File: src/rtl/rgb_csc_stage.sv
// Frame-level YUV 4:4:4 to RGB colour-space conversion stage working out of a shared SRAM.
// Each pixel pair is read, converted and written back in a fixed 9-cycle schedule.
module rgb_csc_stage #(
  parameter logic [17:0] Y_BASE    = 18'd0,
  parameter logic [17:0] U_BASE    = 18'd38400,
  parameter logic [17:0] V_BASE    = 18'd76800,
  parameter logic [17:0] RGB_BASE  = 18'd146944,
  parameter logic [17:0] NUM_PAIRS = 18'd38400
) (
  input  logic        Clock,
  input  logic        Resetn,
  input  logic        Start,
  input  logic [15:0] SRAM_read_data,
  output logic [17:0] SRAM_address,
  output logic [15:0] SRAM_write_data,
  output logic        SRAM_we_n,
  output logic        Busy,
  output logic        Done
);

  typedef enum logic [3:0] {
    S_IDLE   = 4'd0,
    S_RD_Y   = 4'd1,
    S_RD_U   = 4'd2,
    S_RD_V   = 4'd3,
    S_WAIT_U = 4'd4,
    S_WAIT_V = 4'd5,
    S_CALC   = 4'd6,
    S_WR_0   = 4'd7,
    S_WR_1   = 4'd8,
    S_WR_2   = 4'd9,
    S_DONE   = 4'd10
  } state_t;

  // Saturate a fixed-point channel sum (16 fractional bits) into 0..255.
  function automatic logic [7:0] sat8(input logic signed [31:0] sum);
    logic signed [31:0] shifted;
    shifted = sum >>> 16;
    if (sum < 32'sd0) begin
      return 8'd0;
    end else if (shifted > 32'sd255) begin
      return 8'd255;
    end else begin
      return shifted[7:0];
    end
  endfunction

  // One pixel converted and packed as {R, G, B}.
  function automatic logic [23:0] csc_pixel(input logic [7:0] y, input logic [7:0] u,
                                            input logic [7:0] v);
    logic signed [31:0] yc, uc, vc, r, g, b;
    yc = $signed({24'd0, y}) - 32'sd16;
    uc = $signed({24'd0, u}) - 32'sd128;
    vc = $signed({24'd0, v}) - 32'sd128;
    r  = 32'sd76284 * yc + 32'sd104595 * vc;
    g  = 32'sd76284 * yc - 32'sd25624 * uc - 32'sd53281 * vc;
    b  = 32'sd76284 * yc + 32'sd132251 * uc;
    return {sat8(r), sat8(g), sat8(b)};
  endfunction

  state_t      state_q, state_d;
  logic [17:0] k_q, k_d;
  logic        busy_q, busy_d;
  logic        done_q, done_d;
  logic [17:0] addr_q, addr_d;
  logic [15:0] wdata_q, wdata_d;
  logic        we_n_q, we_n_d;
  logic [15:0] y_q, y_d, u_q, u_d, v_q, v_d;
  logic [23:0] rgb0_q, rgb0_d, rgb1_q, rgb1_d;
  logic [23:0] pix0_s, pix1_s;
  logic [17:0] rgb_addr_s;

  assign pix0_s = csc_pixel(y_q[15:8], u_q[15:8], v_q[15:8]);
  assign pix1_s = csc_pixel(y_q[7:0],  u_q[7:0],  v_q[7:0]);

  // Next-state, datapath capture and next SRAM bus values (outputs are registered).
  always_comb begin
    state_d = state_q;
    k_d     = k_q;
    busy_d  = busy_q;
    done_d  = 1'b0;
    y_d     = y_q;
    u_d     = u_q;
    v_d     = v_q;
    rgb0_d  = rgb0_q;
    rgb1_d  = rgb1_q;
    addr_d  = 18'd0;
    we_n_d  = 1'b1;
    wdata_d = wdata_q;

    case (state_q)
      S_IDLE: begin
        if (Start) begin
          k_d     = 18'd0;
          busy_d  = 1'b1;
          state_d = S_RD_Y;
        end else begin
          state_d = S_IDLE;
        end
      end
      S_RD_Y:   state_d = S_RD_U;
      S_RD_U:   state_d = S_RD_V;
      S_RD_V: begin
        y_d     = SRAM_read_data;
        state_d = S_WAIT_U;
      end
      S_WAIT_U: begin
        u_d     = SRAM_read_data;
        state_d = S_WAIT_V;
      end
      S_WAIT_V: begin
        v_d     = SRAM_read_data;
        state_d = S_CALC;
      end
      S_CALC: begin
        rgb0_d  = pix0_s;
        rgb1_d  = pix1_s;
        state_d = S_WR_0;
      end
      S_WR_0:   state_d = S_WR_1;
      S_WR_1:   state_d = S_WR_2;
      S_WR_2: begin
        if (k_q < NUM_PAIRS - 18'd1) begin
          k_d     = k_q + 18'd1;
          state_d = S_RD_Y;
        end else begin
          state_d = S_DONE;
        end
      end
      S_DONE: begin
        busy_d  = 1'b0;
        state_d = S_IDLE;
      end
      default: state_d = S_IDLE;
    endcase

    // Bus values are keyed on the state being entered so they appear with it.
    case (state_d)
      S_RD_Y: addr_d = Y_BASE + k_d;
      S_RD_U: addr_d = U_BASE + k_d;
      S_RD_V: addr_d = V_BASE + k_d;
      S_WR_0: begin
        addr_d  = rgb_addr_s;
        we_n_d  = 1'b0;
        wdata_d = rgb0_d[23:8];
      end
      S_WR_1: begin
        addr_d  = rgb_addr_s + 18'd1;
        we_n_d  = 1'b0;
        wdata_d = {rgb0_d[7:0], rgb1_d[23:16]};
      end
      S_WR_2: begin
        addr_d  = rgb_addr_s + 18'd2;
        we_n_d  = 1'b0;
        wdata_d = rgb1_d[15:0];
      end
      S_DONE: done_d = 1'b1;
      default: addr_d = 18'd0;
    endcase
  end

  assign rgb_addr_s = RGB_BASE + k_d * 18'd3;

  // State, counter, datapath and output registers.
  always_ff @(posedge Clock or negedge Resetn) begin
    if (!Resetn) begin
      state_q <= S_IDLE;
      k_q     <= 18'd0;
      busy_q  <= 1'b0;
      done_q  <= 1'b0;
      addr_q  <= 18'd0;
      wdata_q <= 16'd0;
      we_n_q  <= 1'b1;
      y_q     <= 16'd0;
      u_q     <= 16'd0;
      v_q     <= 16'd0;
      rgb0_q  <= 24'd0;
      rgb1_q  <= 24'd0;
    end else begin
      state_q <= state_d;
      k_q     <= k_d;
      busy_q  <= busy_d;
      done_q  <= done_d;
      addr_q  <= addr_d;
      wdata_q <= wdata_d;
      we_n_q  <= we_n_d;
      y_q     <= y_d;
      u_q     <= u_d;
      v_q     <= v_d;
      rgb0_q  <= rgb0_d;
      rgb1_q  <= rgb1_d;
    end
  end

  assign SRAM_address    = addr_q;
  assign SRAM_write_data = wdata_q;
  assign SRAM_we_n       = we_n_q;
  assign Busy            = busy_q;
  assign Done            = done_q;

endmodule

File: config.mk
export PLATFORM = sky130hd
export DESIGN_NAME = rgb_csc_stage
export DESIGN_NICKNAME = d
export VERILOG_FILES = /design/src/rtl/rgb_csc_stage.sv
export SDC_FILE = /design/constraint.sdc
export NUM_CORES = 2
export LEC_CHECK = 0
export CORE_AREA = 3 3 283 285
export DETAILED_ROUTE_END_ITERATION = 6
export DIE_AREA = 0 0 286 288
export PLACE_DENSITY_LB_ADDON = 0.15
export SLEW_MARGIN = 20
export SYNTH_ARGS = -nofsm -noshare
export SYNTH_HDL_FRONTEND = slang
export SYNTH_SLANG_ARGS = --single-unit
File: constraint.sdc
create_clock -name Clock -period 19.1 [get_ports Clock]
set_input_delay 4.775 -clock Clock [delete_from_list [all_inputs] [get_ports Clock]]
set_output_delay 4.775 -clock Clock [all_outputs]
set_load 0.05 [all_outputs]
* After elaboration in Yosys (flattened, before gate mapping)
Index checks and enable logic that the tools add are counted.
** Word-level totals
- Register bits :: 155
- Input port bits :: 19
- Output and inout bits :: 37
- Logic and storage cells :: 105
** Cells by class
- $add $sub $neg :: 20
- $mul :: 11
- Magnitude comparators :: 13
- Eq/ne operators :: 18
- Multiplexer cells :: 26
- Reductions and logical operators :: 5
** Operators by type and width (number)
- $lt A29 B1 Y1 const B :: 4
- $pmux W18 S6 :: 1
- $mux W8 :: 12
- $add A27 B28 Y29 :: 2
- $sub A28 B26 Y29 :: 2
- $add A27 B27 Y28 :: 2
- $lt A28 B1 Y1 const B :: 2
- $mul A19 B9 Y28 const A :: 2
- $sub A27 B25 Y28 :: 2
- $mul A18 B9 Y27 const A :: 2
- $gt A13 B9 Y1 const B :: 4
- $mul A17 B9 Y26 const A :: 2
- $mul A16 B9 Y25 const A :: 2
- $mux W24 :: 2
- $pmux W16 S3 :: 1
- $mul A13 B9 Y22 const A :: 2
- $pmux W4 S10 :: 1
- $add A18 B1 Y18 const B :: 2
- $mux W18 :: 2
- $pmux W18 S2 :: 1
- $sub A8 B8 Y9 const B :: 4
- $eq A4 B4 Y1 const B :: 6
- $gt A12 B9 Y1 const B :: 2
- $eq A4 B3 Y1 const B :: 5
- 18 further kinds :: 26

* Depth between registers and ports, before layout
- Word-level depth :: 9
- Gate-level depth with buffers :: 42

* Worst setup path after synthesis
OpenSTA, ideal clock, no wires.
- Path kind :: register to register
- Start :: reg y_q[4]
- End :: reg rgb1_q[8]
- Arrival :: 8.960 ns
- Data required time :: 19.023 ns
- Path slack :: 10.063 ns
- Cell stages (with the launch flop) :: 36
- Buffers on the path :: 0
- Period minus slack after synthesis :: 9.037 ns
- Cells stage by stage :: dfrtp_1 inv_1 ha_1 xor2_1 inv_1 ha_1 inv_1 ha_1 fa_1 fa_1 inv_1 fa_1 inv_1 ha_1 a21oi_1 o21bai_1 a2111oi_2 nor2_1 and2_1 or2_2 fa_1 ha_1 fa_1 fa_1 inv_1 ha_1 nand2_1 o21ai_0 o21ai_0 o21ai_1 a21boi_1 o31ai_1 mux2_2 o21ai_2 o21ba_2 o21ai_1
** Between the ends
- Word-level cells in the longest chain between the ends :: 8
- Elaborated cells between the ends (all ways) :: 9
- Classes of those cells :: add/sub (3); mul (1); order compare (2); mux (3)
** Ends and longest elaborated chain
- from (decl) :: line 68 : logic [15:0] y_q, y_d, u_q, u_d, v_q, v_d;
- from (signal assigned) :: line 187 : y_q <= y_d;
- $sub A8 B5 Y9 * :: line 52 : yc = $signed({24'd0, y}) - 32'sd16;
- $mul A16 B9 Y25 * :: line 56 : g = 32'sd76284 * yc - 32'sd25624 * uc - 32'sd53281 * vc;
- $sub A27 B25 Y28 * :: line 56
- $sub A28 B26 Y29 * :: line 56
- parallel branches: the longest is 2 deep, another holds $lt A29 B1 Y1
- $mux W8 * :: line 39 : if (sum < 32'sd0) begin
- $mux W24 * :: line 91 : case (state_q)
- named net rgb1_d[8] :: line 69 : logic [23:0] rgb0_q, rgb0_d, rgb1_q, rgb1_d;
- to (signal assigned) :: line 191 : rgb1_q <= rgb1_d;
- to (decl) :: line 69
Mark *: on every way through the listed nets, which the timed path passes.
A chain may end at the register's enable or synchronous reset.

* Worst setup path after layout
- Start :: reg y_q[12]
- End :: reg wdata_q[7], in the netlist SRAM_write_data[7]
** Between the ends
- Word-level cells in the longest chain between the ends :: 9
- Elaborated cells between the ends (all ways) :: 10
- Classes of those cells :: add/sub (3); mul (1); order compare (2); mux (4)
** Ends and longest elaborated chain
- $sub A8 B5 Y9 * :: line 52
- $mul A16 B9 Y25 * :: line 56
- $sub A27 B25 Y28 * :: line 56
- $sub A28 B26 Y29 * :: line 56
- parallel branches: the longest is 2 deep, another holds $lt A29 B1 Y1
- $mux W8 * :: line 39
- $mux W24 * :: line 91
- $pmux W16 S3 * :: line 138 : case (state_d)
- to (signal assigned) :: line 185 : wdata_q <= wdata_d;
- to (decl) :: line 66 : logic [15:0] wdata_q, wdata_d;
Mark *: on every way between the ends.

==> summary by stage <==
Status
The flow ran to the end, and the final reports show no timing, DRC or antenna violations.

Worst setup path
Counting buffers and inverters, the worst setup path is 37 cells deep. The worst setup path is launched from a flop. The kind of cell with the highest combined delay along the critical path is adder cells.

The worst setup path is captured at a flop. Data on the critical path is required at its endpoint by roughly 19 ns. Counting both buffers and inverters, the worst setup path holds a total of 9. STA puts the critical path data arrival time at 10.45 ns.

The number of cells on the worst reg-to-reg path is 37. The peak fanout along the critical path is 7. The slowest stage cell on the critical path is sky130_fd_sc_hd__a211oi_1. The critical path's largest stage delay is about 0.55 ns. The cell that appears most often on the critical path is sky130_fd_sc_hd__inv_1. The worst setup path is of the flop to flop kind.

CTS
The clock insertion delay at the later pin of the skew report is between 0.4 and 0.5 ns. The tree is rooted in a sky130_fd_sc_hd__clkbuf_16. TritonCTS built the clock tree. The H-tree depth reported by CTS is 4. Post-CTS repair changed the size of 0 cells.

The clock sink count is approximately 140. Post-CTS timing repair inserted 0 buffers for setup. The maximum buffer depth of the clock tree is 2. The number of clock buffers added by TritonCTS is 17.

The register clock-pin slew on the reported worst setup and hold paths is 0.09 ns. The number of buffers inserted by hold repair at cts is 0.

Yosys
Counting flops with an async set or reset pin after synthesis yields a share of 100%. The netlist uses between 90 and 100 different library cells. The cell area that synthesis handed to floorplanning was ~33000 sq um. The synthesized-area fraction occupied by ao, oa, aoi and oai cells is ~12%. The dominant combinational cell family by area after synthesis is adder cells. The post-synthesis share of cell area spent on xor and xnor gates is under 10%. Summing the areas of all fa, ha and maj instances in the mapped netlist gives roughly 53% of the synthesized area. The most used flip-flop cell after synthesis is sky130_fd_sc_hd__dfrtp_1. The multiplexer area fraction after synthesis is 0.899%. The average cell area after synthesis is 9.20 sq um. The number of storage elements in the synthesis netlist is 139.

When the netlist entered floorplanning its net count stood at between 4000 and 5000. The cell count after synthesis is ~3500. The total number of yosys warnings is 0.

The synthesized netlist devotes 8.81% of its cell area to simple gates. In this run, synthesis inferred 0 flip-flops with an integrated enable. The sequential-to-total area share from yosys stat is between 10% and 20%.

STA
In the final timing run, aggregate negative setup slack is 0 ns. Setup repair after global routing left no endpoint under its margin. In this run the tightest slew margin relative to its limit is 28.2%. The setup violation total in the final timing report is 0. The max-slew violation count was 0.

The highest clock rate is about 0.099 GHz. For the pin with the worst max-slew slack, the measured transition is approximately 1.1 ns. For the finished layout, the period the worst path requires is 10.06 ns. The largest clock skew in the final design is ~0.023 ns. The final hold violation count was 0. The final critical-path share of the clock period is 52.7%. Once routing completed, OpenROAD measured the worst setup slack at approximately 9 ns.

Final layout
The cell area after layout is between 30000 and 40000 sq um. The growth of design area from synthesis to finish is 7.83%. The number of antenna repair diodes is 0. The count of nets after finishing is just under 5000.

The finished layout holds between 4000 and 5000 standard cells, fillers aside. Cells with a size suffix above 1 make up under 10% of the layout.

GRT
For this run, the total global-route usage over all layers was measured as between 20% and 30%. The number of antenna violations at the first check in global routing is 2. The total congestion overflow after global routing is 0. The pin count of the biggest net entering global routing is between 70 and 80.

The first global-routing pass estimated approximately 140 mm of wire. The number of global-route vias before repair is 23800.

Hold path
Along the worst hold path, the cell count comes to 2. The worst hold path belongs to the class flop to flop.

Floorplanning
After floorplanning, the core was sized to cover just under 80000 sq um. The starting density of the core is about two fifths. The floorplan die width is around 290 um. The number of placed I/O pins is 56. After floorplanning, the core was divided into approximately 100 placement rows. The die covers about 82000 sq um. The die boundary height is 288 um.

Run
The max capacitance violation total is 0.

Place
After detailed placement, the total cell area comes to about 34000 sq um. The worst setup slack before clock tree synthesis is about 9 ns. During placement, the flow inserted port buffers numbering 55.

The number of placed cells counting well taps is between 4000 and 5000. The post-detailed-placement half-perimeter wirelength is around 73 mm. The placer congestion estimate is roughly 0.89.

Drt
The number of nets still failing antenna checks after routing is 0. The number of vias per cell is between 5 and 6. In the detailed route, the total length drawn on met3 is about 4 mm. In this run, the number of DRC markers left after iteration 0 of detailed routing was 1308. In the routed design, unresolved DRC markers number 0. Summing over every cut layer, the via total after detailed routing is 23700. For this block, wires on met1 add up to approximately 43 mm. The highest layer touched by signal routing is met5. The wire length per cell is ~18 um.

The routed design has approximately 86 mm of wire. The detailed-routed wire length on met2 is about 37 mm. The first-pass iteration count of the detailed router is 5.
-- cell usage after synthesis (22+ instances only) --
cell type	count	share of area, %
sky130_fd_sc_hd__ha_1	855	33
sky130_fd_sc_hd__nand2_1	187	2.2
sky130_fd_sc_hd__a21o_1	62	1.4
sky130_fd_sc_hd__and3_1	22	0.42
sky130_fd_sc_hd__inv_1	798	9.2
sky130_fd_sc_hd__a21oi_1	130	2.0
sky130_fd_sc_hd__xor2_1	55	1.5
sky130_fd_sc_hd__xnor2_1	111	3.0
sky130_fd_sc_hd__clkbuf_1	28	0.32
sky130_fd_sc_hd__dfrtp_1	138	11
sky130_fd_sc_hd__nor2_1	140	1.6
sky130_fd_sc_hd__fa_1	331	20
sky130_fd_sc_hd__nand2b_1	24	0.46
sky130_fd_sc_hd__o21ai_0	150	2.3
sky130_fd_sc_hd__nor3_1	45	0.69
sky130_fd_sc_hd__nand3_1	53	0.81
sky130_fd_sc_hd__o21a_1	26	0.60
-- kinds of logic after synthesis --
family / after synthesis
AOI/OAI and AO/OA: 597
and+or+nand+nor: 591
adders and majority gates: 1186
DFF: 139
xor gates and xnor gates: 166
muxes: 26
buffers and inverters: 832
-- final cells by class --
cell class	instances	area, sq um
Multi-Input combinational cell	2566	26000
Sequential cell	139	3480
Fill cell	7759	42500
Clock inverter	15	193
Timing Repair Buffer	78	724
Tap cell	1040	1300
Clock buffer	17	425
Inverter	800	3000
-- tightest hold or removal path, delay by kind of cell, from the launching register on --
family | cells | cell delay (ns)
flip-flops | 1 | 0.33
AND/OR/NAND/NOR | 2 | 0.11
-- metrics by stage --
step                      util, %  hold slack [ns]
final                        45.2            0.465
after global routing         45.2            0.482
after CTS                    45.2            0.470
after detailed placement     44.4            0.455
after global placement       44.4            0.448
after floorplan                 -            0.427
-- final timing paths --
path                            from            endpoint  slack (ns)
hold / removal             rgb1_q[1]           rgb1_q[1]        0.46
min in group asynchronous     Resetn              u_q[2]        4.36
setup reg to reg             y_q[12]  SRAM_write_data[7]        9.04
max in group asynchronous     Resetn             u_q[13]       13.24
hold reg to reg            rgb1_q[1]           rgb1_q[1]        0.46
setup / recovery             y_q[12]  SRAM_write_data[7]        9.04
-- metal layers --
metal,up-vias,track usage [%]
met5,-,0
li1,11900,-
met3,63,3.18
met1,11400,32.1
met2,389,33.1
met4,2,4.36
-- flip-flops by register name, summed over array words and instances (netlist names) --
signal / count
Busy: 1
Done: 1
SRAM_address: 18
SRAM_we_n: 1
SRAM_write_data: 16
k_q: 18
rgb0_q: 8
rgb1_q: 24
state_q: 4
u_q: 16
v_q: 16
y_q: 16
-- cell usage in the layout, fill, tap and decap left out, drive strengths merged, types with 26 or more instances in the layout --
master | netlist | layout
xnor2 | 111 | 111
nor3 | 46 | 46
nand3 | 53 | 53
inv | 799 | 809
o21ai | 162 | 162
a21oi | 133 | 133
a21o | 62 | 62
o21a | 26 | 26
clkdlybuf4s50 | 0 | 54
nor2 | 140 | 140
ha | 855 | 855
xor2 | 55 | 55
dfrtp | 138 | 138
fa | 331 | 331
nand2 | 188 | 188
Power is left out: the tool's default activity adds up to more than one toggle a clock period on the data nets, which glitch-free logic cannot reach.
